[src/rtl/level_pkg.sv]
// Shared constants, collision FSM states and tile address helper for the level port arbiter.
package level_pkg;
  localparam int BLOCK_W    = 1;
  localparam int TILE_SHIFT = 4;
  localparam int MAP_COLS   = 40;
  localparam int MAP_ROWS   = 30;
  localparam int ADDR_W     = 11;

  localparam logic [BLOCK_W-1:0] OOB_TILE = BLOCK_W'(1);
  localparam logic [9:0]         X_LIM    = 10'(MAP_COLS << TILE_SHIFT);
  localparam logic [9:0]         Y_LIM    = 10'(MAP_ROWS << TILE_SHIFT);

  typedef enum logic [1:0] {IDLE, WAIT, READ, ACK} col_state_e;

  function automatic logic [ADDR_W-1:0] tile_addr(input logic [9:0] x, input logic [9:0] y);
    logic [ADDR_W-1:0] row, col;
    row = ADDR_W'(y >> TILE_SHIFT);
    col = ADDR_W'(x >> TILE_SHIFT);
    // 40 = 32 + 8: shift-add avoids a multiplier for the default map width
    if (MAP_COLS == 40) return (row << 5) + (row << 3) + col;
    return ADDR_W'(row * MAP_COLS) + col;
  endfunction
endpackage

[src/rtl/tile_addr_calc.sv]
// Pixel x/y to tile memory address, with out-of-map flag.
module tile_addr_calc
  import level_pkg::*;
(
  input  logic [9:0]        x_i,
  input  logic [9:0]        y_i,
  output logic [ADDR_W-1:0] addr_o,
  output logic              oob_o
);
  always_comb begin
    oob_o  = (x_i >= X_LIM) || (y_i >= Y_LIM);
    addr_o = tile_addr(x_i, y_i);
  end
endmodule

[src/rtl/level_port_arbiter.sv]
// Single-port level memory shared by a fixed-latency display path and a req/ack collision path.
// Optional last-tile display cache: define LEVEL_ARB_DISP_CACHE_EN.
module level_port_arbiter
  import level_pkg::*;
(
  input  logic               clk,
  input  logic               reset,
  input  logic               disp_req,
  input  logic [9:0]         disp_x,
  input  logic [9:0]         disp_y,
  output logic               disp_valid,
  output logic [BLOCK_W-1:0] disp_data,
  input  logic               col_req,
  input  logic [9:0]         col_x,
  input  logic [9:0]         col_y,
  output logic               col_ack,
  output logic [BLOCK_W-1:0] col_data,
  output logic               mem_en,
  output logic [ADDR_W-1:0]  mem_addr,
  input  logic [BLOCK_W-1:0] mem_rdata,
  output logic [15:0]        col_stall_cnt
);
  logic [ADDR_W-1:0]  disp_addr, col_addr;
  logic               disp_oob, col_oob;
  logic               disp_hit, disp_busy, disp_rd, col_issue, col_rd, stall_inc;
  col_state_e         state_q;
  logic [1:0]         vld_pipe_q;
  logic               d_oob_q, col_ack_q, col_oob_q;
  logic [BLOCK_W-1:0] disp_word, disp_data_q, col_data_q;
  logic [15:0]        stall_q, stall_d;

  tile_addr_calc u_disp_addr (.x_i(disp_x), .y_i(disp_y), .addr_o(disp_addr), .oob_o(disp_oob));
  tile_addr_calc u_col_addr  (.x_i(col_x),  .y_i(col_y),  .addr_o(col_addr),  .oob_o(col_oob));

`ifdef LEVEL_ARB_DISP_CACHE_EN
  logic               cache_vld_q, d_hit_q;
  logic [ADDR_W-1:0]  cache_addr_q;
  logic [BLOCK_W-1:0] cache_data_q;

  assign disp_hit  = cache_vld_q && !disp_oob && (cache_addr_q == disp_addr);
  assign disp_word = d_hit_q ? cache_data_q : mem_rdata;

  always_ff @(posedge clk or posedge reset) begin
    if (reset) begin
      cache_vld_q  <= 1'b0;
      d_hit_q      <= 1'b0;
      cache_addr_q <= '0;
      cache_data_q <= '0;
    end else begin
      d_hit_q <= disp_hit;
      if (disp_req && disp_oob) cache_vld_q <= 1'b0;
      else if (disp_rd) begin
        cache_addr_q <= disp_addr;
        cache_vld_q  <= 1'b0;
      end
      if (vld_pipe_q[0] && !d_oob_q && !d_hit_q) begin
        cache_data_q <= mem_rdata;
        cache_vld_q  <= 1'b1;
      end
    end
  end
`else
  assign disp_hit  = 1'b0;
  assign disp_word = mem_rdata;
`endif

  // Display owns the port whenever it needs memory; collision only takes free slots.
  assign disp_busy = disp_req && !disp_hit;
  assign disp_rd   = disp_busy && !disp_oob;
  assign col_issue = col_req && !disp_busy && (state_q == IDLE || state_q == WAIT);
  assign col_rd    = col_issue && !col_oob;
  assign stall_inc = col_req && disp_busy && (state_q == IDLE || state_q == WAIT);
  assign stall_d   = (stall_inc && stall_q != 16'hFFFF) ? stall_q + 16'd1 : stall_q;

  assign mem_en        = !reset && (disp_rd || col_rd);
  assign mem_addr      = !mem_en ? '0 : (disp_rd ? disp_addr : col_addr);
  assign disp_valid    = vld_pipe_q[1];
  assign disp_data     = disp_data_q;
  assign col_ack       = col_ack_q;
  assign col_data      = col_data_q;
  assign col_stall_cnt = stall_q;

  always_ff @(posedge clk or posedge reset) begin
    if (reset) begin
      vld_pipe_q  <= '0;
      d_oob_q     <= 1'b0;
      disp_data_q <= '0;
    end else begin
      vld_pipe_q <= {vld_pipe_q[0], disp_req};
      d_oob_q    <= disp_oob;
      if (vld_pipe_q[0]) disp_data_q <= d_oob_q ? OOB_TILE : disp_word;
    end
  end

  always_ff @(posedge clk or posedge reset) begin
    if (reset) begin
      state_q    <= IDLE;
      col_ack_q  <= 1'b0;
      col_oob_q  <= 1'b0;
      col_data_q <= '0;
      stall_q    <= '0;
    end else begin
      stall_q   <= stall_d;
      col_ack_q <= 1'b0;
      case (state_q)
        IDLE, WAIT: begin
          if (col_issue) begin
            col_oob_q <= col_oob;
            state_q   <= READ;
          end else if (col_req) state_q <= WAIT;
          else                  state_q <= IDLE;
        end
        READ: begin
          col_data_q <= col_oob_q ? OOB_TILE : mem_rdata;
          col_ack_q  <= 1'b1;
          state_q    <= ACK;
        end
        ACK:     state_q <= IDLE;
        default: state_q <= IDLE;
      endcase
    end
  end
endmodule
[config.mk]
export PLATFORM = sky130hd
export DESIGN_NAME = level_port_arbiter
export DESIGN_NICKNAME = d
export VERILOG_FILES = /design/src/rtl/level_pkg.sv /design/src/rtl/tile_addr_calc.sv /design/src/rtl/level_port_arbiter.sv
export SDC_FILE = /design/constraint.sdc
export NUM_CORES = 1
export LEC_CHECK = 0
export ABC_CLOCK_PERIOD_IN_PS = 6900
export CORE_MARGIN = 2
export CORE_UTILIZATION = 68
export CTS_CLUSTER_SIZE = 40
export DETAILED_ROUTE_END_ITERATION = 8
export DONT_BUFFER_PORTS = 1
export PLACE_DENSITY = 0.83
export SLEW_MARGIN = 20
export SYNTH_ARGS = -nofsm -noshare
export SYNTH_HDL_FRONTEND = slang
export SYNTH_SLANG_ARGS = --single-unit
[constraint.sdc]
create_clock -name clk -period 6.9 [get_ports clk]
set_input_delay 1.035 -clock clk [delete_from_list [all_inputs] [get_ports clk]]
set_output_delay 1.035 -clock clk [all_outputs]
set_load 0.05 [all_outputs]
# Yosys cells after proc, flatten, opt, wreduce, memory -nomap -nowiden
# Cells that the tools add are included.
dict set report word_totals {
  regBits 25
  in_bits 45
  out_inout_bits 32
  word_cells 48
}
dict set report classes {
  add_sub_neg 5
  order_cmp 4
  eq_ne 4
  muxes 8
  n_reduce_logical 19
}
# op count
set ops {}
lappend ops {{$add 11x6->11} 2}
lappend ops {{$add 11x9->11} 2}
lappend ops {{$mux 11} 2}
lappend ops {{$ge 10x10->1 const B} 2}
lappend ops {{$ge 10x9->1 const B} 2}
lappend ops {{$add 16x1->16 const B} 1}
lappend ops {{$ne 16x16->1 const B} 1}
lappend ops {{$logic_and 1x1->1} 8}
lappend ops {{$pmux 2 s3} 1}
lappend ops {{$eq 2x2->1 const B} 2}
lappend ops {{$logic_not 1->1} 4}
lappend ops {{$logic_or 1x1->1} 4}
lappend ops {{$mux 1} 4}
lappend ops {{$eq 2x1->1 const B} 1}
lappend ops {{$logic_not 2->1} 1}
lappend ops {{$mux 2} 1}
lappend ops {{$reduce_and 2->1} 1}
lappend ops {{$reduce_or 2->1} 1}

# Depth between registers and ports, before layout
# Gate-level depths: netlist of run 1.
dict set report logic_depth {
  ltp_word 7
  mapped_depth 9
}

# Modules after synthesis
# A second synthesis of run 1 with hierarchy kept.
dict set report unflattened {
  cells_unflattened 222
  area_unflattened_um2 2048.2
}
# mod instances cells_per_inst area_per_inst_um2 seq_area_each_um2
set modules_own_cells {}
lappend modules_own_cells {level_port_arbiter 1 132 1256.2 625.6}
lappend modules_own_cells {{tile_addr_calc (u_disp_addr)} 1 45 399.1 0.0}
lappend modules_own_cells {{tile_addr_calc (u_col_addr)} 1 45 392.9 0.0}

# Least setup slack after synthesis of run 1
# No wires, ideal clock.
dict set report synth_timing {
  path_type {in2out}
  from {input port col_x[9]}
  to {output port mem_addr[9]}
  arrival_time_ns 4.368
  slack_ns 1.497
  cell_stages 9
  cell_sequence {inv_1 fa_1 inv_1 ha_1 a211oi_1 o21bai_1 a21oi_1 xor2_1 o311ai_0}
}
dict set report synth_between {
  elab_chain_cells 7
  word_cells_on_any_way 9
  classes_between {add/sub (1); order compare (1); mux (2); reduce/logical (5)}
}
# element line_no
set synth_lines {}
lappend synth_lines {{from (decl)} level_port_arbiter.sv:14} ;# input logic [9:0] col_x,
lappend synth_lines {{$ge 10x10->1} tile_addr_calc.sv:11} ;# oob_o = (x_i >= X_LIM) || (y_i >= Y_LIM);
lappend synth_lines {{$logic_or 1x1->1} tile_addr_calc.sv:11}
lappend synth_lines {{$logic_not 1->1} level_port_arbiter.sv:71} ;# assign col_rd = col_issue && !col_oob;
lappend synth_lines {{$logic_and 1x1->1} level_port_arbiter.sv:71}
lappend synth_lines {{$logic_or 1x1->1} level_port_arbiter.sv:75} ;# assign mem_en = !reset && (disp_rd || col_rd);
lappend synth_lines {{$logic_and 1x1->1} level_port_arbiter.sv:75}
lappend synth_lines {{$mux 11 *} level_port_arbiter.sv:76} ;# assign mem_addr = !mem_en ? '0 : (disp_rd ? disp_addr : col_addr);
lappend synth_lines {{to (decl)} level_port_arbiter.sv:19} ;# output logic [ADDR_W-1:0] mem_addr,
# Mark *: on every way between the ends. The rest lies on a longest branch, timed or not.

# Final worst setup path of run 1
dict set report layout_timing {
  from {input port disp_x[9]}
  to {output port mem_addr[10]}
}
dict set report layout_between {
  elab_chain_cells 7
  word_cells_on_any_way 9
  classes_between {add/sub (1); order compare (1); mux (2); reduce/logical (5)}
}
# element line_no
set layout_lines {}
lappend layout_lines {{from (decl)} level_port_arbiter.sv:9} ;# input logic [9:0] disp_x,
lappend layout_lines {{$ge 10x10->1} tile_addr_calc.sv:11}
lappend layout_lines {{$logic_or 1x1->1} tile_addr_calc.sv:11}
lappend layout_lines {{$logic_not 1->1} level_port_arbiter.sv:69} ;# assign disp_rd = disp_busy && !disp_oob;
lappend layout_lines {{$logic_and 1x1->1} level_port_arbiter.sv:69}
lappend layout_lines {{$logic_or 1x1->1} level_port_arbiter.sv:75}
lappend layout_lines {{$logic_and 1x1->1} level_port_arbiter.sv:75}
lappend layout_lines {{$mux 11 *} level_port_arbiter.sv:76}
# Marks and branches as above.

==> out/summary.md, run 1 <==
The flow ran to the end, and the final reports show no timing, DRC or antenna violations. The routed design uses 1990 um of met2 wire. Cells with a size suffix above 1 make up 6.31% of the layout. The area taken by flip-flops and latches came out at 626 um^2. Synthesis instantiated 46 different standard cells from the library.

After layout, the worst path uses 66.3% of the clock period. Standby leakage power: 0.935 nW. The synthesized design devotes to its leading area cell type 32.1% of total area. The worst pin sits at a relative slew slack of 30.3%. For this configuration, the core starts out at a cell density of 71.4%. In the synthesized netlist the async set-or-reset flop fraction comes to 100%.

The dominant cell type by area after synthesis was sky130_fd_sc_hd__dfrtp_1. The cell sitting at the root of the clock tree is a sky130_fd_sc_hd__clkbuf_4. The count of flip-flops with a built-in enable after synthesis is 0, and the wire length the detailed router placed on met1 is 1610 um. Summing the areas of all compound-gate instances in the mapped netlist gives 14.8% of the synthesized area. The die covers 3310 um^2. Remaining antenna violation count after routing: 0. The share of synthesized area spent on multiplexers was 0.770%. The number of port buffers was 0. Number of clock sinks: 25.

In the post-synthesis netlist, the cell with the most instances is sky130_fd_sc_hd__dfrtp_1. The logs give 276 for the post-synthesis net count and 1,558 for the number of global-route vias before repair. The stage delay of the slowest cell on the critical path was 860 ps.

Source of the worst register-to-register timing path: col_stall_cnt[0]$_DFFE_PP0P_. Die outline height: 57.6 um. Switching power: 0.238 mW. After detailed placement, the design holds a cell count of 233. The startpoint of the worst hold path was vld_pipe_q[0]$_DFF_PP0_. Across the VDD grid, the largest voltage drop is 0.000241 V. Dividing total power by cell area gives a power density of 248 nW/um^2.

The detailed router finished its first iteration with 59 violations. Wire segments on met3 add up to 196 um in the final route. After detailed routing, the average wire length per cell comes to 16.4 um.

In this run the standard cell core region covers 2730 um^2. The setup slack of the most critical reg-to-reg path is 4680 ps, and the worst clock skew on the final layout is 5.25 ps. The tools report the detailed-route DRC error count as 0. After the last flow step, the layout net total stands at 279.

The tools report the timing-limited maximum frequency as 218 MHz. Of all nets on the critical path, the largest fanout is 3. The run gives 0 as the hold buffer count at cts. Counting instances in the post-synthesis netlist gives the leading cell types as sky130_fd_sc_hd__dfrtp_1, sky130_fd_sc_hd__ha_1, sky130_fd_sc_hd__nor2_1. The smallest clock period supported by the final layout is computed as 4580 ps.

The clock network burns 12.7% of the power. The number of setup buffers added after CTS is 0. For the worst setup path, the data required time is 5860 ps. The main combinational cell family by area after synthesis is simple AND/OR/NAND/NOR gates. After Yosys synthesis, and, or, nand and nor cells account for 21.9% of the synthesized area. The type of the worst setup path is in2out.

The tool flagged a number of max-cap violations equal to 0. The worst register-to-register path ends at col_stall_cnt[1]$_DFFE_PP0P_. The end point of the worst hold path is vld_pipe_q[1]$_DFF_PP0_.

Counting instances, the worst hold path has a depth of 0. The row count was 19. The slowest cell on the critical path is sky130_fd_sc_hd__a21oi_1. During synthesis, Yosys emitted a total of 0 warnings. Internal power comes to 0.262 mW.

Via density per instance: 6.60. Yosys attributes the largest share of cell area to sky130_fd_sc_hd__dfrtp_1, sky130_fd_sc_hd__ha_1, sky130_fd_sc_hd__xnor2_1, sky130_fd_sc_hd__fa_1, sky130_fd_sc_hd__nor2_1. Walking the worst path, the cells encountered are inv_1 -> fa_1 -> fa_1 -> nand2b_1 -> a21oi_1 -> o21a_1 -> o21ai_0 -> a21oi_1. Setup repair after global routing left no endpoint under its margin. The final weighted congestion of routability-driven global placement is 0.820. For the quantity of gates resized following cts, the log shows 0. The power share of the sequential group is 58.8%, and the number of placed I/O pins is 77.

Summing every instance area after synthesis gives 1950 um^2. The detailed-router iteration count before antenna repair is 4, and the number of instances in the synthesized netlist is 204. Wires add up to 3890 um.

After clock tree synthesis, the clock-pin slew on the worst setup and hold paths is 120 ps. The detailed router placed 1,565 vias in this run. For the final routed database, the setup TNS stands at 0 ps.

Global routing used 26.3% of the available tracks. For this run, the leading register cell type out of synthesis is sky130_fd_sc_hd__dfrtp_1. Summing all multi-input logic gate instances after layout gives 1250 um^2. The final standard cell count with taps included and fillers excluded came out at 237. The number of filler instances in the final layout is 190. In this run the worst hold path is classified as reg2reg.

For the clock latency on the worst-skew pair, the log shows 320 ps. The synthesized-area fraction occupied by xor and xnor cells is 7.63%, and the post-synthesis adder-cell area fraction is 18.9%. The first global-routing pass estimated 6800 um of wire.

Number of pins exceeding their max-slew limit in the final report: 0. The signed area change from the synthesized netlist to the final layout works out to 3.34%. The worst setup path is captured at an output port. For the share of the yosys chip area belonging to registers, the log shows 32.1%. The CTS H-tree depth is 1, and the number of hold violations in the final report is 0. No sink is reached through more buffers than the 2 on the longest clock path. Buffers inserted during clock tree synthesis total 3. The x dimension of the die was 57.6 um; the transition time at the pin with the least slew margin was 1050 ps. The worst setup path is launched from a primary input.

The number of failing setup endpoints in the final timing report is 0. Global routing finished with a remaining overflow of 0. The number of antenna diodes in the final layout is 0.

The logs give 3190 um for the total half-perimeter wirelength after legalization and detailed placement and 0 for the number of antenna violations at the first check in global routing. The highest metal layer carrying signal wires in the routed design is met4. The length in cells of the worst reg-to-reg path works out to 5. The synthesis-stage register bit count is 25, and the largest net degree at the start of global routing is 28.

The switching fraction of total power was 47.6%. Each instance of the synthesized netlist takes up on average 9.56 um^2. In this run, the combinational gates consume 28.5% of the power.

TritonCTS built the clock tree. The arrival time at the worst endpoint was 3540 ps.
-- flip-flops by register name, indices dropped and copies added (netlist names) --
signal / cells
col_oob_q: 1
col_ack: 1
col_data: 1
d_oob_q: 1
vld_pipe_q: 2
disp_data: 1
col_stall_cnt: 16
state_q: 2
-- logic make-up (layout without fill, tap and decap cells) --
| kind of cell | count (synthesis) | in the layout |
|---|---|---|
| AOI/OAI and AO/OA | 44 | 44 |
| DFF | 25 | 25 |
| xor gates and xnor gates | 17 | 17 |
| adders and majority gates | 27 | 27 |
| buffers and inverters | 21 | 23 |
| muxes | 1 | 1 |
| and+or+nand+nor | 69 | 69 |
-- worst max-delay path: cells and delay by family --
kind / cells / cell delay, ps
AOI/OAI and AO/OA: 4 / 1260
adders and majority gates: 2 / 1010
and+or+nand+nor: 1 / 190
buffers and inverters: 1 / 30
-- final cells by class --
type	count	area share [%]
Sequential cell	25	31.0
Inverter	19	3.54
Multi-Input combinational cell	158	62.2
Tap cell	31	1.92
Clock buffer	4	1.30
-- cells in the final DEF, fill, tap and decap left out, types with 7 or more instances in the layout --
cell,netlist,routed
sky130_fd_sc_hd__a21oi_1,10,10
sky130_fd_sc_hd__dfrtp_1,25,25
sky130_fd_sc_hd__ha_1,23,23
sky130_fd_sc_hd__inv_1,19,19
sky130_fd_sc_hd__nand2_1,10,10
sky130_fd_sc_hd__nand3_1,7,7
sky130_fd_sc_hd__nor2_1,21,21
sky130_fd_sc_hd__o21ai_0,9,9
sky130_fd_sc_hd__xnor2_1,11,11
-- stage by stage --
step | instance area [um^2] | utilization [%] | power [mW] | hold WS (ps) | setup WS, ps
5_1_grt | 2020 | 73.7 | 0.533 | 445 | 2210
4_1_cts | 2020 | 73.7 | 0.501 | 422 | 2330
3_3_place_gp | 1990 | 72.8 | 0.428 | 381 | 2380
3_5_place_dp | 1990 | 72.8 | 0.439 | 395 | 2340
6_report | 2020 | 73.7 | 0.499 | 423 | 2320
2_1_floorplan | 1950 | - | 0.407 | 375 | 1500
-- power groups by stage --
| stage | Clock, mW | Combinational (mW) | Sequential, mW |
|---|---|---|---|
| 6_report | 0.0636 | 0.142 | 0.293 |
| 5_1_grt | 0.0708 | 0.162 | 0.300 |
| 4_1_cts | 0.0649 | 0.143 | 0.293 |
| 3_5_place_dp | 0 | 0.142 | 0.297 |
| 3_3_place_gp | 0 | 0.134 | 0.294 |
| 2_1_floorplan | 0 | 0.119 | 0.288 |
-- routing by layer --
metal | vias to the layer above | track usage (%)
met4 | 0 | 12.3
li1 | 738 | -
met1 | 757 | 32.5
met3 | 9 | 3.40
met5 | - | 0
met2 | 61 | 45.3
-- worst max path at each step --
stage                   start      endpoint  cells past startpoint
floorplan            col_x[9]   mem_addr[9]                      9
global placement    disp_x[9]  mem_addr[10]                      8
detailed placement  disp_x[9]  mem_addr[10]                      8
CTS                 disp_x[9]  mem_addr[10]                      8
global route         col_x[9]   mem_addr[9]                      9
finish              disp_x[9]  mem_addr[10]                      8
Power figures use the tool's default switching activity.
==> run 2, diff against run 1 <==
Settings changed: ABC_CLOCK_PERIOD_IN_PS 6900 to 4000, CORE_UTILIZATION 68 to 57, PLACE_DENSITY 0.83 to 0.74.
Clock period 6.9 ns to 4 ns, I/O delays scaled along.
==> out/summary.md, run 2 (same netlist as run 1, synthesis figures left out) <==
The flow ran to the end, and the final reports show no timing, DRC or antenna violations. The worst path meets setup with 688 ps of slack. The finished layout holds 258 standard cells, fillers aside.

At the pin with the least slew margin, the transition time is 1030 ps. TritonCTS created 3 clock buffers. Dividing the detail-routed wire length by the instance count gives 14.8 um.

Entering global routing, the biggest net connects 27 pins. The register clock-pin slew on the reported worst setup and hold paths came out at 130 ps. The flip-flop count of the largest register after layout works out to 16.

Setup repair after global routing left no endpoint under its margin. In the routed design, unresolved DRC markers number 0. Routability-driven placement finished with a final weighted congestion of 0.851. The logs give 0 for the quantity of gates resized following cts and 31.8% for the worst relative slew slack.

CTS saw 25 sinks. The stage delay of the slowest cell on the critical path works out to 590 ps. Counting the fill cells in the layout gives 297. The internal portion of total power is 0.454 mW.

Signed area change from the synthesized netlist to the final layout: 6.61%. Of all nets on the critical path, the largest fanout is 2. At the worst endpoint, the required time is 3400 ps.

Sequential cells burn 59.0% of the power. The max-cap violation count came out at 0. The x dimension of the die was 62.5 um; the switching power was 0.407 mW. The logs give 2710 ps for the arrival time at the worst endpoint and 0 ps for the final-layout setup total negative slack. Setup violations remaining at the end of the flow were counted as 0. TritonCTS built the clock tree. The library cells used most frequently in the layout, excluding fill and tap cells, are sky130_fd_sc_hd__dfrtp_1, sky130_fd_sc_hd__ha_1, sky130_fd_sc_hd__nor2_1. At the end of the flow, the number of nets in the layout was 285.

The multi-input combinational cells in the finished layout cover a total of 1250 um^2. In the routed layout, each cell is associated on average with a via count of 6.00. Detailed placement finished with a half-perimeter wire length of 3150 um. Number of antenna diodes: 0. Slowest cell on the critical path: sky130_fd_sc_hd__fa_1. The sum of routed wire length over all layers is 3810 um, and the overall track demand over capacity in global routing is 20.8%. The die covers 3910 um^2. In the final layout, the share of cells above drive strength 1 is 8.96%.

In this run the worst hold path is classified as in2async. The tools report the post-CTS setup repair buffer count as 0. The clock latency on the worst-skew pair was 310 ps.

The first global-routing pass estimated 6690 um of wire. The run gives 0 as the number of antenna violations at the first check in global routing. Total core area: 3310 um^2. The tools report the leftover overflow at the end of global routing as 0. In this run the tool buffered the top-level ports with 0 buffer cells. The setup path with the least slack is of type in2out. Of the total power, the share spent switching nets is 47.3%. For this configuration, the core starts out at a cell density of 58.9%. The hold buffer count at cts was 0. Counting stages on the worst path, the most repeated cell is sky130_fd_sc_hd__inv_1. The worst setup slack after placement was 712 ps; the standby leakage power was 0.967 nW. The detail route stage leaves a number of antenna-violating nets equal to 0. After floorplanning, the core was divided into 21 placement rows.

The maximum buffer depth of the clock tree came out at 2. The worst setup path is captured at an output port. The count of buffering cells on the critical path with inverters included is 3, and the CTS H-tree depth is 1. The number of pins exceeding their max-slew limit in the final report is 0, and the detailed-router iteration count before antenna repair is 4. The count of placed standard cells including taps came out at 254. Clock tree synthesis selected as its root buffer the cell sky130_fd_sc_hd__clkbuf_4. The clock network accounts for 12.4% of the total power.

Walking the worst path, the cells encountered are inv_1 -> fa_1 -> inv_1 -> ha_1 -> a211oi_1 -> o21bai_1 -> a21oi_1 -> xor2_1 -> o311ai_2 -> buf_4. After layout, the worst path uses 82.8% of the clock period. The tools report the worst clock skew on the final layout as 14.3 ps. The number of hold violations in the final report is 0, and the final period demand of the worst path is 3310 ps. The library cell used most frequently in the layout, excluding fill and tap cells, is sky130_fd_sc_hd__dfrtp_1. The gate family responsible for the most delay along the worst path was adder cells. IR analysis of the VDD net gives a maximum drop of 0.000208 V. Combinational logic burns 28.6% of the power. Derived from the worst setup path, the maximum achievable clock frequency is 302 MHz. The run gives 1,548 as the total via count after detailed routing. The worst setup path is launched from a primary input. The logs give 31 for the number of violations reported at the end of detailed-routing iteration 0 and 1,561 for the number of global-route vias before repair. For this design the ratio of total power to cell area is 414 nW/um^2. The floorplan step set the die height to 62.5 um. The tools report the area taken by flip-flops and latches as 626 um^2. In this run the count of I/O pins placed on the die edge is 77.
[run 2: path summary, 6_finish.rpt]
kind	startpoint	to	slack, ps	depth (start not counted)
max in group asynchronous	reset	col_stall_cnt[11]$_DFFE_PP0P_	3520	2
worst max register to register	col_stall_cnt[0]$_DFFE_PP0P_	col_stall_cnt[1]$_DFFE_PP0P_	1760	5
worst max-delay path	col_x[9]	mem_addr[9]	690	10
worst min register to register	vld_pipe_q[0]$_DFF_PP0_	vld_pipe_q[1]$_DFF_PP0_	420	0
worst min-delay path	reset	col_stall_cnt[15]$_DFFE_PP0P_	230	2
min in group clk	disp_req	vld_pipe_q[0]$_DFF_PP0_	320	0
[run 2: cell type report]
type,count,area share [%]
Timing Repair Buffer,6,2.17
Tap cell,46,2.77
Sequential cell,25,30.1
Inverter,19,3.43
Multi-Input combinational cell,158,60.3
Clock buffer,4,1.26
[run 2: through the flow]
step	hold WS, ps	utilization [%]	power, mW	area (um^2)
CTS	231	62.8	0.868	2080
detailed placement	397	62.0	0.761	2050
floorplan	375	-	0.702	1950
global route	268	62.8	0.916	2080
global placement	385	62.0	0.747	2050
finish	230	62.8	0.861	2080
[run 2: worst register-to-register path: stages (launching register included)]
cell	delay (ps)
sky130_fd_sc_hd__dfrtp_1	710
sky130_fd_sc_hd__ha_1	310
sky130_fd_sc_hd__nand4_1	240
sky130_fd_sc_hd__nor4_4	370
sky130_fd_sc_hd__a21oi_2	190
sky130_fd_sc_hd__mux2_4	320
[run 2: power by group through the flow]
| stage | combinational (mW) | clock [mW] | sequential, mW |
|---|---|---|---|
| floorplan | 0.206 | 0 | 0.497 |
| global placement | 0.238 | 0 | 0.509 |
| detailed placement | 0.247 | 0 | 0.514 |
| CTS | 0.249 | 0.111 | 0.508 |
| global route | 0.279 | 0.122 | 0.515 |
| finish | 0.246 | 0.107 | 0.508 |
[run 2: per-layer routing]
metal	wire length [um]	global-route usage, %
met1	1560	23.8
met2	1960	38.8
met3	253	3.78
met5	0	0
met4	40	6.94
==> run 3, diff against run 2 <==
Settings changed: ABC_CLOCK_PERIOD_IN_PS 4000 to 3000.
Clock period 4 ns to 3 ns, I/O delays scaled along.
==> out/summary.md, run 3 (same netlist as run 1, synthesis figures left out) <==
At the end of the flow, the number of nets in the layout was 292. The library cell used most frequently in the layout, excluding fill and tap cells, is sky130_fd_sc_hd__dfrtp_1. The cell with the most instances on the worst path is sky130_fd_sc_hd__inv_1. The remaining antenna violation count after routing was 0. The number of violations reported at the end of detailed-routing iteration 0 was 75. The final period demand of the worst path is 2930 ps. For this design the total switching power over the nets is 0.561 mW. On the worst path, the slowest cell contributes a delay of 580 ps.

The tree is rooted in a sky130_fd_sc_hd__clkbuf_4. Power share of the sequential group: 57.0%. For this run, the share of the core covered by cells in the final layout is 66.8%. The final weighted congestion of routability-driven global placement came out at 0.827. The signed area change from the synthesized netlist to the final layout was 13.3%. The maximum net fanout on the critical path was 3; the number of hold violations in the final report was 0. Net switching is 47.3% of the power. Based on the critical path, the design can be clocked at up to 341 MHz.

At the worst endpoint, the arrival time is 2480 ps. The later pin in the worst-skew pair is clocked with a latency of 310 ps. In this run the static leakage power is 1.01 nW. For this design, the slowest cell found on the critical path is sky130_fd_sc_hd__fa_1. The total via count after detailed routing was 1,620; the fraction of the cycle the final worst path needs was 97.7%. The first global-routing pass estimated 7290 um of wire. Traced cell by cell, the critical path runs through inv_1 -> fa_1 -> inv_1 -> ha_4 -> a211oi_1 -> o21bai_1 -> a21oi_1 -> or4_1 -> o311ai_2 -> buf_6. The startpoint type of the worst setup path is a primary input.

The clock arrives with 10.8 ps of skew. Global routing consumed, over all layers together, 23.2% of the routing resources. TritonCTS built the clock tree. The final-layout setup total negative slack was 0 ps; the die outline height was 62.5 um.

The number of antenna violations at the first check in global routing was 0. Detailed placement finished with a half-perimeter wire length of 3480 um. STA classifies the critical path endpoint as an output port. Before antenna repair, the detailed router went through 4 iterations.

Setup violations remaining at the end of the flow were counted as 0. The run gives 110 ps as the final hold slack. Counting cells, the worst reg-to-reg path comes to 5. The floorplan step defined a core boundary enclosing 3310 um^2. In this run the number of cells on the critical path is 10.

The initial utilization of the core area, before any placement, comes to 58.9%. In this run the tightest slew margin relative to its limit is 58.8%. The gate family responsible for the most delay along the worst path was adder cells.

The leftover overflow at the end of global routing was 0; the data required time at the worst endpoint was 2550 ps. For this design the ratio of total power to cell area is 536 nW/um^2. For the number of filler instances in the final layout, the log shows 283. The min-delay analysis places its worst path in the category in2async. The transition time at the pin with the least slew margin was 618 ps.

For this block, the routed nets add up to 4310 um of wire. The run gives 0 as the detailed-route DRC error count. After detailed routing, the number of vias per cell comes to 6.11. The number of placed I/O pins came out at 77. Entering global routing, the biggest net connects 26 pins.

The tools report the CTS H-tree depth as 1. For the hold buffer count at cts, the log shows 0. The worst setup path is of the in2out kind. The logs give 3910 um^2 for the total die area and 0 for the post-CTS setup repair buffer count. The number of pins exceeding their max-slew limit in the final report was 0; the flip-flop count of the largest register after layout was 16. The max-cap violation count is 0. The internal portion of total power was 0.625 mW; the register clock-pin slew on the reported worst setup and hold paths was 130 ps. In the layout the commonest cells are sky130_fd_sc_hd__dfrtp_1, sky130_fd_sc_hd__ha_1, sky130_fd_sc_hd__inv_1, sky130_fd_sc_hd__nor2_1, sky130_fd_sc_hd__xnor2_1. The share of cells above drive strength 1 was 16.4%; the relative contribution of the clock network to total power was 12.1%.

The run gives 31.0% as the combinational share of power. The run finished with clean final reports. The tools report the peak ir drop on the vdd network as 0.000253 V. The clock passes through at most 2 buffers. The clock net in this run drives a total of 25 sinks. Row generation in the floorplan step produced 21 rows. The run gives 3 as the total clock buffers created by CTS. The critical path contains buffers and inverters numbering 3 combined. The count of buffers added on input and output ports is 0. In this run the horizontal extent of the chip is 62.5 um. The number of antenna diodes was 0; the number of global-route vias before repair was 1,669. In the final routed layout, each cell accounts on average for 16.2 um.
-- run 3: power by group through the flow --
stage	Combinational, mW	Clock [mW]	Sequential, mW
after CTS	0.349	0.151	0.677
after detailed placement	0.343	0	0.684
after global placement	0.327	0	0.680
final	0.367	0.143	0.676
after global routing	0.411	0.163	0.689
after floorplan	0.276	0	0.663
-- run 3: metal layers --
| metal | global-route usage, % | wire length [um] | share of wire (%) | vias to the layer above |
|---|---|---|---|---|
| li1 | - | - | - | 763 |
| met1 | 26.2 | 1640 | 38 | 778 |
| met2 | 42.5 | 2270 | 53 | 71 |
| met3 | 5.23 | 298 | 6.9 | 8 |
| met4 | 8.33 | 96 | 2.2 | 0 |
| met5 | 0 | 0 | 0 | - |
-- run 3: metrics by stage --
stage                     setup slack [ps]  power [mW]  instances  instance area [um^2]
final                                 68.7        1.19        265                  2210
after floorplan                       -185       0.939        204                  1970
after CTS                             26.4        1.18        265                  2160
after global placement                47.0        1.01        261                  2130
after detailed placement             -14.5        1.03        261                  2130
after global routing                 -10.6        1.26        265                  2210
-- run 3: final timing paths --
check,endpoint,slack [ps],from
max reg2reg,col_stall_cnt[1]$_DFFE_PP0P_,720,col_stall_cnt[0]$_DFFE_PP0P_
min,col_stall_cnt[10]$_DFFE_PP0P_,110,reset
min reg2reg,vld_pipe_q[1]$_DFF_PP0_,420,vld_pipe_q[0]$_DFF_PP0_
max in group asynchronous,col_stall_cnt[14]$_DFFE_PP0P_,2650,reset
min in group clk,vld_pipe_q[0]$_DFF_PP0_,160,disp_req
max,mem_addr[9],70,disp_y[6]
-- run 3: area by class of cell --
class	instances	area, um^2	area share [%]
multi-input combinational	158	1310	59.4
sequential	25	626	28.3
tap	46	57.6	2.60
timing repair buffer	13	118	5.32
inverter	19	71.3	3.23
clock buffer	4	26.3	1.19
-- run 3: what timing repair did --
item,in CTS,in global routing
resized for setup,2,8
endpoints found under the setup margin,1,3
pin swaps,0,11
